### config.mk
export PLATFORM = sky130hd
export DESIGN_NAME = ptp_pack
export DESIGN_NICKNAME = d
export VERILOG_FILES = /design/src/rtl/ptp_pkg.sv /design/src/rtl/ptp_pack.sv
export SDC_FILE = /design/constraint.sdc
export NUM_CORES = 1
export LEC_CHECK = 0
export ABC_AREA = 1
export CORE_MARGIN = 2
export CORE_UTILIZATION = 48
export CTS_BUF_LIST = sky130_fd_sc_hd__clkbuf_8
export DETAILED_ROUTE_END_ITERATION = 8
export MAX_ROUTING_LAYER = met4
export PLACE_DENSITY = 0.78
export SYNTH_ARGS = -nofsm -noshare
export SYNTH_HDL_FRONTEND = slang
export SYNTH_SLANG_ARGS = --single-unit
export TNS_END_PERCENT = 1
### constraint.sdc
create_clock -name clock_i -period 1.62 [get_ports clock_i]
set_input_delay 0.324 -clock clock_i [delete_from_list [all_inputs] [get_ports clock_i]]
set_output_delay 0.324 -clock clock_i [all_outputs]
set_load 0.01 [all_outputs]
### src/rtl/ptp_pkg.sv
`default_nettype none
// ============================================================================
//  Package     : ptp_pkg
//  Description : Shared definitions for the ptp packer/unpacker family:
//                default widths, state encoding, clog2 and slot offset helper.
//  Revision    : 1.0  initial release
// ============================================================================
package ptp_pkg;

   localparam int DEF_IN_W  = 8;
   localparam int DEF_OUT_W = 32;

   // Output-register occupancy; the fill count is tracked separately
   typedef enum logic [0:0] {
      EMPTY = 1'b0,
      FULL  = 1'b1
   } ptp_state_t;

   // Ceiling log2, with clog2(1) = 0
   function automatic int clog2(input int value);
      int r;
      int v;
      r = 0;
      v = value - 1;
      while (v > 0) begin
         r = r + 1;
         v = v >> 1;
      end
      return r;
   endfunction

   // Lowest bit position of slot k inside a wide word
   function automatic int slot_lo(input int k, input int in_w, input int out_w,
                                  input bit msb_first);
      return msb_first ? (out_w - (k + 1) * in_w) : (k * in_w);
   endfunction

endpackage
`default_nettype wire

### src/rtl/ptp_pack.sv
`default_nettype none
// ============================================================================
//  Module      : ptp_pack
//  Description : Narrow-to-wide packer. Gathers IN_W-bit chunks over a
//                valid/ready input into OUT_W-bit words held in a one-word
//                output register, sustaining one chunk per cycle.
//                Optional partial-word flush: define PTP_PACK_FLUSH_EN.
//  Revision    : 1.0  initial release
// ============================================================================
module ptp_pack
   import ptp_pkg::*;
#(
   parameter int IN_W      = DEF_IN_W,
   parameter int OUT_W     = DEF_OUT_W,
   parameter bit MSB_FIRST = 1'b1,
   localparam int c_n      = OUT_W / IN_W,
   localparam int c_fw     = clog2(c_n) + 1
) (
   input  logic              clock_i,
   input  logic              reset_i,
   input  logic              in_valid_i,
   input  logic [IN_W-1:0]   in_data_i,
   output logic              in_ready_o,
   output logic              out_valid_o,
   output logic [OUT_W-1:0]  out_data_o,
   input  logic              out_ready_i,
`ifdef PTP_PACK_FLUSH_EN
   input  logic              flush_i,
   output logic [c_fw-1:0]   out_count_o,
`endif
   output logic [c_fw-1:0]   fill_o
);

   localparam logic [c_fw-1:0] c_last = c_fw'(c_n - 1);

   if (OUT_W % IN_W != 0) begin : g_width_check
      $error("ptp_pack: OUT_W must be a multiple of IN_W");
   end

   ptp_state_t         r_state, w_state_nxt;
   logic [c_fw-1:0]    r_fill, w_fill_nxt;
   logic [OUT_W-1:0]   r_acc, w_acc_nxt, w_acc_wr;
   logic [OUT_W-1:0]   r_out, w_out_nxt;
   logic               w_out_free, w_out_xfer, w_in_ready, w_in_xfer;
   logic               w_complete, w_load;
`ifdef PTP_PACK_FLUSH_EN
   logic [c_fw-1:0]    r_count, w_count_nxt;
   logic               w_flush, w_flush_blocked;
`endif

   // State register: output word, accumulator and fill count
   always_ff @(posedge clock_i) begin
      if (reset_i) begin
         r_state <= EMPTY;
         r_fill  <= '0;
         r_acc   <= '0;
         r_out   <= '0;
`ifdef PTP_PACK_FLUSH_EN
         r_count <= '0;
`endif
      end else begin
         r_state <= w_state_nxt;
         r_fill  <= w_fill_nxt;
         r_acc   <= w_acc_nxt;
         r_out   <= w_out_nxt;
`ifdef PTP_PACK_FLUSH_EN
         r_count <= w_count_nxt;
`endif
      end
   end

   // Handshakes, chunk insertion and next-state selection
   always_comb begin
      w_out_xfer = (r_state == FULL) && out_ready_i;
      w_out_free = (r_state == EMPTY) || out_ready_i;
      // Only the final chunk has to wait for a free output register
      w_in_ready = !((r_fill == c_last) && (r_state == FULL) && !out_ready_i);
`ifdef PTP_PACK_FLUSH_EN
      w_flush_blocked = flush_i && (r_fill != '0) && !w_out_free;
      w_in_ready      = w_in_ready && !w_flush_blocked;
`endif
      w_in_xfer  = in_valid_i && w_in_ready;
      w_complete = w_in_xfer && (r_fill == c_last);

      w_acc_wr = r_acc;
      for (int k = 0; k < c_n; k++) begin
         if (w_in_xfer && (r_fill == c_fw'(k))) begin
            w_acc_wr[slot_lo(k, IN_W, OUT_W, MSB_FIRST) +: IN_W] = in_data_i;
         end
      end

`ifdef PTP_PACK_FLUSH_EN
      // A chunk arriving with the flush is folded in before the word leaves
      w_flush = flush_i && w_out_free && !w_complete && ((r_fill != '0) || w_in_xfer);
      w_load  = w_complete || w_flush;
`else
      w_load  = w_complete;
`endif

      w_state_nxt = r_state;
      w_fill_nxt  = r_fill;
      w_acc_nxt   = r_acc;
      w_out_nxt   = r_out;
`ifdef PTP_PACK_FLUSH_EN
      w_count_nxt = r_count;
`endif

      if (w_in_xfer) begin
         w_acc_nxt  = w_acc_wr;
         w_fill_nxt = r_fill + c_fw'(1);
      end

      if (w_load) begin
         w_out_nxt   = w_acc_wr;
         w_acc_nxt   = '0;
         w_fill_nxt  = '0;
         w_state_nxt = FULL;
`ifdef PTP_PACK_FLUSH_EN
         w_count_nxt = w_complete ? c_fw'(c_n) : (r_fill + c_fw'(w_in_xfer));
`endif
      end else if (w_out_xfer) begin
         w_state_nxt = EMPTY;
      end
   end

   assign in_ready_o  = w_in_ready;
   assign out_valid_o = (r_state == FULL);
   assign out_data_o  = r_out;
   assign fill_o      = r_fill;
`ifdef PTP_PACK_FLUSH_EN
   assign out_count_o = r_count;
`endif

endmodule
`default_nettype wire

== Word-level counts from Yosys, hierarchy flattened ==
Cells that the tools add are included.
Operators by class
  multiplexer cells: 6
  add/sub/neg operators: 1
  eq/ne operators: 3
  reductions and logical operators: 13
Operators by type and width (count)
  8-bit two-way mux: 4
  1-bit logical AND: 8
  3-bit by 2-bit == test with 1-bit output (second input constant): 2
  3-bit by 1-bit adder with 3-bit output (second input constant): 1
  3-bit by 1-bit == test with 1-bit output (second input constant): 1
  3-bit logical NOT: 1
  1-bit logical NOT: 2
  1-bit two-way mux: 2
  2-bit nonzero test: 1
  2-bit OR reduction: 1
Storage, ports and cells
  register bits: 68
  bits of input ports: 12
  output and inout port bits: 37
  word-level logic and storage cells: 27

== Longest topological paths before layout ==
Gate-level depths: netlist (run 1).
  word-level depth: 7
  gate-level depth with buffers: 9
  mapped depth without buffers: 8

== Least setup slack after synthesis (run 1) ==
Ideal clock, no wire load.
  kind: register to register
  start: register r_fill[2], in the netlist fill_o[2]
  end: register r_out[25], in the netlist out_data_o[25]
  stages on the path, launching flop included: 9
  setup time: 0.114 ns
  clock period less this slack: 1.639 ns
  path buffers: 2
  slack: -0.019 ns
  required time: 1.506 ns
  data arrival time: 1.525 ns
  path through: dfxtp_1 > buf_6 > inv_1 > ha_1 > nand3_2 > buf_1 > nand4_1 > nand3_1 > nand2_1
Between the ends
  longest elaborated chain between the ends: 7
  elaborated cells between the ends (all ways): 9
RTL lines
  from (decl): line ptp_pack.sv:41  | logic [c_fw-1:0] r_fill, w_fill_nxt;
  from (signal assigned): line ptp_pack.sv:63  | r_fill <= w_fill_nxt;
  3-bit by 2-bit == test with 1-bit output *: line ptp_pack.sv:77  | w_in_ready = !((r_fill == c_last) && (r_state == FULL) && !out_ready_i);
  1-bit logical AND * (2 in series): line ptp_pack.sv:77
  1-bit logical NOT *: line ptp_pack.sv:77
  named net in_ready_o: line ptp_pack.sv:23  | output logic in_ready_o,
  1-bit logical AND *: line ptp_pack.sv:82  | w_in_xfer = in_valid_i && w_in_ready;
  1-bit logical AND: line ptp_pack.sv:87  | if (w_in_xfer && (r_fill == c_fw'(k))) begin
  8-bit two-way mux: line ptp_pack.sv:87
  to (signal assigned): line ptp_pack.sv:65  | r_out <= w_out_nxt;
  to (decl): line ptp_pack.sv:43  | logic [OUT_W-1:0] r_out, w_out_nxt;
Mark *: on every way through the listed nets, which the timed path passes. The rest lies on a longest branch.
A chain may end at the register's enable or synchronous reset.

== Worst setup path in the final report (run 1) ==
  start: register r_fill[0], in the netlist fill_o[0]
  end: output port in_ready_o
Between the ends
  longest elaborated chain between the ends: 4
RTL lines (line)
  3-bit by 2-bit == test with 1-bit output: ptp_pack.sv:77
  1-bit logical AND (2 in series): ptp_pack.sv:77
  1-bit logical NOT: ptp_pack.sv:77
  to (decl): ptp_pack.sv:23
No other way between the ends.

==> run metrics, run 1 <==
CP max-delay cell=dfxtp_1; Initial Utilization=49.0%; routability cong.=0.771; Lkg Pwr=1.57 nW; Setup Skew=0.0124 ns; Post-Syn Nets=355; WL per Instance=11.9 µm; Worst-Margin Slew=0.319 ns; clock slew at reported path FFs=0.06 ns; pwr dens=979 nW/µm²; Layout Cells excl Fill=465; Die H=75.7 µm; Netlist cell types=20; Hold Path Class=reg2reg; Starting DRT DRC Count=141; antenna cells=0; Total Power=3.21 mW; slew margin rel.=78.7%; dpl cell area=3050 µm²; htree depth=3; drt first pass iters=4; HPWL after detailed placement=3670 µm; Final nets=408; aggregate routed wire length=5550 µm; Final Hold Fails=0; first-pass GRT wire length=9070 µm; most frequent cells in the layout=127 x nand2_1, 60 x dfxtp_1, 43 x clkdlybuf4s50_1; largest net degree at the start of global routing=33; post-route cell area=3280 µm²; required time of the critical path=1.30 ns; fin. max-slew vios=0; DRC=0; Vias=2231; hold_ws=0.451 ns; Cells after Synth=338; die area=5740 µm²; Avg Inst Size Synth=7.31 µm²; status=completed; CP max stage delay=0.33 ns; Worst-Skew Late Latency=0.35 ns; Max FO, Critical Path=3; cell count after placement=450; Final setup viols=0; CTS Hold Bufs=0; PortBufs=48; row cnt=26; GRT Total Usage=22.0%; clk buf depth=2; Max Fclk=0.637 GHz; CTS sink cnt=60; crit path time final=1.57 ns; TritonCTS Buffers=9; max_cap viols=0; most common cell after layout, fill and taps aside=nand2_1; I/O pin count=49; yosys warns=0; RSZ-0062 raised after global routing=yes; area growth from synthesis to layout=32.7%; initial antenna violation count=0; root buffer cell=clkbuf_8; Yosys reg bits=60; CTS tree=done; share of layout cells above drive strength 1=9.37%; Worst setup EP type=primary output; Netlist Area Pre-Place=2470 µm²; core area=5040 µm²; vias in the first global route=2032; Final period util=96.9%; Critical Setup Path Class=reg2out; grt ovf=0; CP arrival=1.25 ns; sequential area share after synthesis=48.6%; Die Span X=75.7 µm; Setup Buffers After CTS=0; startpoint types=flip-flop; Via-to-Cell Ratio=4.80; crit path cell chain=ha_1, ha_2, nand3_2, buf_6; worst vdd ir=575 µV; ANT nets after route=0
-- cell type report --
cell class / instances / area [µm²]
fill: 431 / 1770
sequential: 60 / 1200
multi-input combinational: 220 / 1040
timing repair buffer: 58 / 584
inverter: 42 / 160
clock buffer: 11 / 151
tap: 70 / 87.6
clock inverter: 4 / 48.8
-- repair_timing --
| action | CTS | global route |
|---|---|---|
| pin swaps | 0 | 1 |
| gates resized for setup | 8 | 6 |
| setup endpoints to repair | 16 | 43 |
-- synthesized netlist by cell type --
master	count	area (µm²)
nand2_1	127	477
dfxtp_1	60	1200
inv_1	41	154
nand3_1	27	135
nand4_1	24	150
nor2_1	24	90.1
buf_2	11	55.1
ha_1	5	62.6
a21oi_1	3	15.0
nand3_2	3	30.0
clkbuf_1	2	7.51
nor2_2	2	12.5
nor2_4	2	22.5
buf_1	1	3.75
buf_4	1	7.51
buf_6	1	11.3
inv_2	1	3.75
nand2_2	1	6.26
nand3_4	1	17.5
nand3b_1	1	7.51
-- critical path: cells and delay by family (launching register included) --
family	cells	cell delay, ns
adder cells (fa/ha/maj)	2	0.33
buffers and inverters	1	0.15
flip-flops	1	0.33
AND/OR/NAND/NOR	1	0.11
-- flip-flops by register name, indices dropped and copies added, names as in the netlist --
signal and flops:
out_data_o 32, r_acc 24, fill_o 3, out_valid_o 1
-- logic make-up after synthesis --
| kind of cell | count (synthesis) | synth area share (%) |
|---|---|---|
| AOI/OAI and AO/OA | 3 | 0.608 |
| buffers and inverters | 58 | 9.83 |
| adders and majority gates | 5 | 2.53 |
| DFF | 60 | 48.6 |
| and+or+nand+nor | 212 | 38.4 |
-- where the power goes --
part	total, mW	switching [mW]	internal [mW]	leakage (nW)
sequential	1.54	0.0131	1.52	0.487
clock	1.36	0.578	0.782	0.105
combinational	0.313	0.196	0.117	0.979
-- routing by layer --
| metal | part of all wire, % | vias up | track usage (%) | wire length (µm) |
|---|---|---|---|---|
| met5 | 0 | - | - | 0 |
| met4 | 1.7 | 0 | 9.36 | 97 |
| met3 | 5.9 | 9 | 7.28 | 325 |
| met2 | 48 | 55 | 33.2 | 2650 |
| met1 | 45 | 1008 | 26.9 | 2480 |
| li1 | - | 1159 | - | - |
-- through the flow --
step	setup WS, ns	util (%)	TNS [ns]
finish	0.0505	65.0	0
global route	-0.0201	65.0	-0.0201
CTS	-0.00200	64.4	-0.00200
detailed placement	-0.188	60.5	-6.07
global placement	-0.169	60.5	-5.54
floorplan	0.0216	-	0
-- path summary, 6_finish.rpt --
check / from / end / slack, ns / cells after the start
max reg2reg: fill_o[0] / out_data_o[22] / 0.14 / 7
min reg2reg: out_data_o[21] / out_data_o[21] / 0.45 / 2
min: out_data_o[21] / out_data_o[21] / 0.45 / 2
max: fill_o[0] / in_ready_o / 0.05 / 4
Power figures use the tool's default switching activity.
==> run 2, diff against run 1 <==
Settings changed: ABC_AREA 1 to not set, CORE_ASPECT_RATIO set to 0.6, CORE_UTILIZATION 48 to 49.
==> run 2 against run 1 <==
  * Sequential power barely moved
  * Sequential share of layout area fell by 7.2 points
  * Clock skew fell by 0.0083 ns
  * Synthesized cell count fell by 5.6%
  * Combinational power rose by 19%
  * Critical endpoint unchanged
  * The flow now finishes with violations (negative setup slack)
  * Non-clock buffer count rose by 47
  * Core utilization rose by 8.9 points
  * Die area rose by 10%
  * Setup slack got worse by 0.17 ns
  * Critical path type unchanged
==> run metrics, run 2 <==
Yosys reg bits=60 (unchanged); fin. max-slew vios=0 (unchanged); clock slew at reported path FFs=0.06 ns (about the same); I/O pin count=49 (unchanged); first-pass GRT wire length=12500 µm (+38%); core area=5540 µm² (+10%); largest net degree at the start of global routing=27 (-18%); Setup Skew=0.00407 ns (-0.00833 ns); CTS tree=done; Critical Setup Path Class=reg2out; Max Fclk=0.575 GHz (-9.8%); Die Span X=101 µm (+34%); FF-to-FF setup slack=-0.04 ns (-0.18 ns); HPWL after detailed placement=5630 µm (+53%); Final Hold Fails=0 (unchanged); Lkg Pwr=1.58 nW (+0.51%); root buffer cell=clkbuf_8; main flop type after synthesis=dfxtp_1; row cnt=21 (-19%); most frequent cell after synthesis=dfxtp_1; Worst-Margin Slew=0.618 ns (+0.299 ns); Cells after Synth=319 (-5.6%); clk buf depth=2 (unchanged); GRT Total Usage=26.2% (+4.2 points); Layout Cells excl Fill=489 (+5.2%); htree depth=3 (unchanged); fin worst setup slack=-0.120 ns (-0.170 ns); worst reg2reg endpoint=r_acc[29]; Netlist cell types=33 (+65%); CTS sink cnt=60 (unchanged); DRC=0 (unchanged); startpoint types=flip-flop; status=finished, violations left; Synth area leader=dfxtp_1; Post-synth EDFFs=0 (unchanged); Final nets=421 (+3.2%); yosys warns=0 (unchanged); Avg Inst Size Synth=8.75 µm² (+20%); sequential area share after synthesis=43.0% (-5.6 points); antenna cells=0 (unchanged); Netlist Area Pre-Place=2790 µm² (+13%); RSZ-0062 raised after global routing=yes; PortBufs=48 (unchanged); sw frac=23.1% (-1.4 points); grt ovf=0 (unchanged); CTS Hold Bufs=0 (unchanged); die area=6340 µm² (+10%); Max FO, Critical Path=3 (unchanged); sequential power share=44.7% (-3.1 points); CP arrival=1.42 ns (+0.17 ns); worst vdd ir=545 µV (-5.2%); ys async rst share=0% (unchanged); Hold Path Class=reg2reg; crit path time final=1.74 ns (+0.170 ns); top post-synthesis cells by area=dfxtp_1 43%, nand3_1 5.9%, nor2b_1 5.6%; Worst setup EP type=primary output; ANT nets after route=0 (unchanged); routability cong.=0.847 (+9.8%); Post-Syn Nets=336 (-5.4%); vias in the first global route=2555 (+26%); most common cell after layout, fill and taps aside=dfxtp_1; Die H=62.5 µm (-18%); drt first pass iters=6 (+2); share of layout cells above drive strength 1=25.9% (+17 points); Int Pwr=2.62 mW (+8.4%); Worst Setup SP=fill_o[0]; max_cap viols=0 (unchanged); Vias=2844 (+27%); R2R depth=8 (+1); TritonCTS Buffers=9 (unchanged); Combinational Power Share=11.0% (+1.2 points); Post-synth top cells=60 x dfxtp_1, 33 x nand3_1, 28 x a21oi_1, 26 x o21ai_0, 25 x nor2b_1; r2r startpoint=fill_o[0]; Starting DRT DRC Count=449 (+220%); required time of the critical path=1.30 ns (about the same); cell count after placement=470 (+4.4%); aggregate routed wire length=8240 µm (+49%); post-synth top area share=43.0% (-5.6 points); failing checks=negative setup slack; Via-to-Cell Ratio=5.82 (+21%); clock power share=44.3% (+1.9 points); slew margin rel.=58.7% (-20 points); initial antenna violation count=0 (unchanged); pwr dens=833 nW/µm² (-15%); Worst-Skew Late Latency=0.34 ns (about the same); Final period util=107% (+11 points); Largest register FFs=32 (unchanged); WL per Instance=16.8 µm (+41%); crit path to=in_ready_o; area growth from synthesis to layout=46.8%; most frequent cells in the layout=57 x dfxtp_1, 43 x buf_4, 42 x clkdlybuf4s50_1; Final setup viols=15 (+15); Initial Utilization=50.3% (+1.4 points); Total Power=3.41 mW (+6.4%); Net Switching=0.789 mW (+0.26%)
[run 2: cell types whose count changed in the layout (fill, tap and decap cells not counted), moves of 10 or more]
cell / change
o21ai_0: +17
o21ai_1: +10
o221ai_1: +13
a21oi_1: +20
nor2_1: -23
buf_4: +36
inv_1: -17
nor2b_1: +25
nand2_1: -123
[run 2: worst min path at each step]
stage / slack, ns / cells after the start / to / from
finish: 0.45 / 1 / out_data_o[3] / out_data_o[3]
floorplan: 0.45 / 2 / r_acc[10] / r_acc[10]
detailed placement: 0.44 / 1 / out_data_o[3] / out_data_o[3]
global route: 0.47 / 1 / out_data_o[3] / out_data_o[3]
CTS: 0.46 / 1 / out_data_o[3] / out_data_o[3]
global placement: 0.43 / 1 / out_data_o[3] / out_data_o[3]
[run 2: power groups by stage]
stage / logic (mW) / registers [mW] / clock network [mW]
floorplan: 0.170 / 1.56 / 0
global placement: 0.335 / 1.56 / 0
detailed placement: 0.343 / 1.56 / 0
CTS: 0.344 / 1.52 / 1.52
global route: 0.400 / 1.53 / 1.62
finish: 0.374 / 1.53 / 1.51
[run 2: cell type report]
type | count | area [µm²]
Clock buffer | 11 | 151
Clock inverter | 5 | 76.3
Fill cell | 408 | 1450
Inverter | 23 | 88.8
Multi-Input combinational cell | 205 | 1450
Sequential cell | 60 | 1210
Tap cell | 80 | 100
Timing Repair Buffer | 105 | 1020
[run 2: per-layer routing]
layer / GRT usage, % / part of all wire (%) / vias up
met2: 38.9 / 46 / 145
met4: 6.25 / 1.6 / 0
met5: - / 0 / -
met3: 8.28 / 8.5 / 18
met1: 34.8 / 44 / 1354
li1: - / - / 1327
[run 2: through the flow]
stage / hold WS [ns] / instance area (µm²) / setup WS [ns] / TNS [ns] / util, %
finish: 0.455 / 4100 / -0.120 / -0.318 / 73.9
global route: 0.473 / 4100 / -0.161 / -1.62 / 73.9
CTS: 0.457 / 3940 / -0.119 / -0.494 / 71.0
detailed placement: 0.442 / 3680 / -0.337 / -10.54 / 66.4
global placement: 0.433 / 3680 / -0.356 / -9.85 / 66.4
floorplan: 0.446 / 2840 / 0.0220 / 0 / -
[run 2: repair_timing]
action                     CTS  global route
buffers inserted             1             1
setup endpoints to repair   38            56
gates resized for setup     17            35
pin swaps                    9             8
gates cloned                 0             1
[run 2: worst max-delay path, cell delays in order (launching register included)]
cell,delay [ns]
dfxtp_4,0.35
ha_4,0.16
ha_4,0.15
and3b_2,0.22
inv_4,0.09
buf_6,0.10
[run 2: kinds of logic after synthesis]
kind of cell    after synthesis  share of synthesized area, %
fa+ha+maj                     5                          2.24
compound gates               89                          20.7
flops                        60                          43.0
buf+inv                      54                          10.0
simple gates                111                          24.0
==> run 3, diff against run 2 <==
Settings changed: CAP_MARGIN set to 20, CORE_ASPECT_RATIO 0.6 to 2.
==> run 3 against run 2 <==
  * The flow still finishes with violations (negative setup slack)
  * Critical path type unchanged
  * Global-route usage decreased by 0.77 points
  * Sequential share of layout area increased by 0.48 points
  * Hold slack about the same
  * Die area increased by 0.26%
  * Largest cell class unchanged
  * Clock-buffer cell count decreased by 1
  * Critical path depth unchanged
  * Cell area decreased by 1.6%
==> run metrics, run 3 (same netlist as run 2, synthesis figures left out) <==
Die H=111 µm (+77%); Setup Skew=0.00869 ns (+0.00462 ns); Max Fclk=0.582 GHz (+1.3%); Setup Buffers After CTS=0 (-1); routability cong.=0.911 (+7.7%); CTS Hold Bufs=0 (unchanged); Die Span X=57.4 µm (-43%); r2r startpoint=fill_o[0]; setup tns final=-0.274 ns (+0.0443 ns); slew margin rel.=58.7% (about the same); Final nets=422 (+0.24%); Starting DRT DRC Count=99 (-78%); share of layout cells above drive strength 1=26.7% (+0.73 points); Initial Utilization=51.1% (+0.70 points); Via-to-Cell Ratio=5.77 (-0.87%); largest net degree at the start of global routing=27 (unchanged); WL per Instance=16.4 µm (-2.7%); pwr dens=793 nW/µm² (-4.9%); Hold Path Class=reg2reg; Total Power=3.20 mW (-6.4%); Layout Cells excl Fill=469 (-4.1%); worst vdd ir=1160 µV (+110%); TritonCTS Buffers=9 (unchanged); Fillers=401 (-1.7%); dpl cell area=3710 µm² (+0.82%); Worst Setup SP=fill_o[0]; Final Hold Fails=0 (unchanged); Final period util=106% (-1.4 points); root buffer cell=clkbuf_8; initial antenna violation count=0 (unchanged); clock slew at reported path FFs=0.06 ns (about the same); Vias=2704 (-4.9%); startpoint types=flip-flop; dpl ws=-0.361 ns (-0.0239 ns); core area=5470 µm² (-1.4%); vias in the first global route=2619 (+2.5%); ANT nets after route=0 (unchanged); cell count after placement=454 (-3.4%); drt first pass iters=4 (-2); HP Start=out_data_o[6]; fin. max-slew vios=0 (unchanged); Worst setup EP type=primary output; DRC=0 (unchanged); CTS tree=done; failing checks=negative setup slack; htree depth=3 (unchanged); row cnt=38 (+81%); HPWL after detailed placement=5470 µm (-2.8%); antenna cells=0 (unchanged); CTS sink cnt=60 (unchanged); Worst-Skew Late Latency=0.35 ns (about the same); post-route cell area=4030 µm² (-1.6%); Final setup viols=14 (-1); clk buf depth=2 (unchanged); Lkg Pwr=1.53 nW (-2.9%); Largest register FFs=32 (unchanged); die area=6350 µm² (+0.26%); PortBufs=48 (unchanged); GRT Total Usage=25.4% (-0.77 points); I/O pin count=49 (unchanged); fin worst setup slack=-0.0975 ns (+0.0224 ns); area growth from synthesis to layout=44.4%; Critical Setup Path Class=reg2out; RSZ-0062 raised after global routing=yes; aggregate routed wire length=7690 µm (-6.7%); status=finished, violations left; most frequent cells in the layout=57 x dfxtp_1, 44 x buf_4, 43 x clkdlybuf4s50_1; required time of the critical path=1.30 ns (about the same); Max FO, Critical Path=2 (-1); grt ovf=0 (unchanged); first-pass GRT wire length=12100 µm (-3.3%); max_cap viols=0 (unchanged); Worst-Margin Slew=0.618 ns (-0.000301 ns); crit path time final=1.72 ns (-0.0224 ns); most common cell after layout, fill and taps aside=dfxtp_1; CP arrival=1.39 ns (-0.03 ns)
run 3: area by class of cell:
class / count / area, µm² / area share [%]
Timing Repair Buffer: 106 / 1020 / 25.2
Sequential cell: 60 / 1210 / 30.0
Multi-Input combinational cell: 205 / 1460 / 36.1
Inverter: 23 / 86.3 / 2.14
Clock buffer: 10 / 138 / 3.41
Clock inverter: 5 / 52.6 / 1.30
Tap cell: 60 / 75.1 / 1.86
run 3: critical path: stages (launching register included):
cell and delay [ns]:
dfxtp_4 0.35, ha_4 0.16, ha_4 0.15, and3b_2 0.22, inv_2 0.08, buf_6 0.10
run 3: what timing repair did:
action	CTS	global route
resized for setup	26	25
pin swaps	13	3
setup endpoints to repair	53	57
run 3: layer usage:
| layer | wire (µm) | vias to the layer above | share of wire [%] | GRT usage, % |
|---|---|---|---|---|
| met2 | 4050 | 96 | 53 | 43.6 |
| met4 | 325 | 0 | 4.2 | 13.2 |
| met1 | 2960 | 1258 | 39 | 25.5 |
| met5 | 0 | - | 0 | - |
| li1 | - | 1327 | - | - |
| met3 | 350 | 23 | 4.6 | 6.30 |
run 3: final timing paths:
kind | to | slack (ns) | cells after the start
max | in_ready_o | -0.1 | 5
min reg2reg | out_data_o[6] | 0.45 | 1
min | out_data_o[6] | 0.45 | 1
max reg2reg | out_data_o[29] | -0.04 | 7
run 3: through the flow:
| stage | hold WS, ns | util, % |
|---|---|---|
| after floorplan | 0.446 | - |
| after global placement | 0.433 | 67.9 |
| after detailed placement | 0.444 | 67.9 |
| after CTS | 0.455 | 72.5 |
| after global routing | 0.474 | 73.7 |
| final | 0.455 | 73.7 |
run 3: power breakdown:
group	switching (mW)	internal, mW	leakage (nW)
Combinational	0.188	0.173	0.949
Sequential	0.0181	1.51	0.487
Clock	0.574	0.734	0.0979
Total	0.781	2.41	1.53
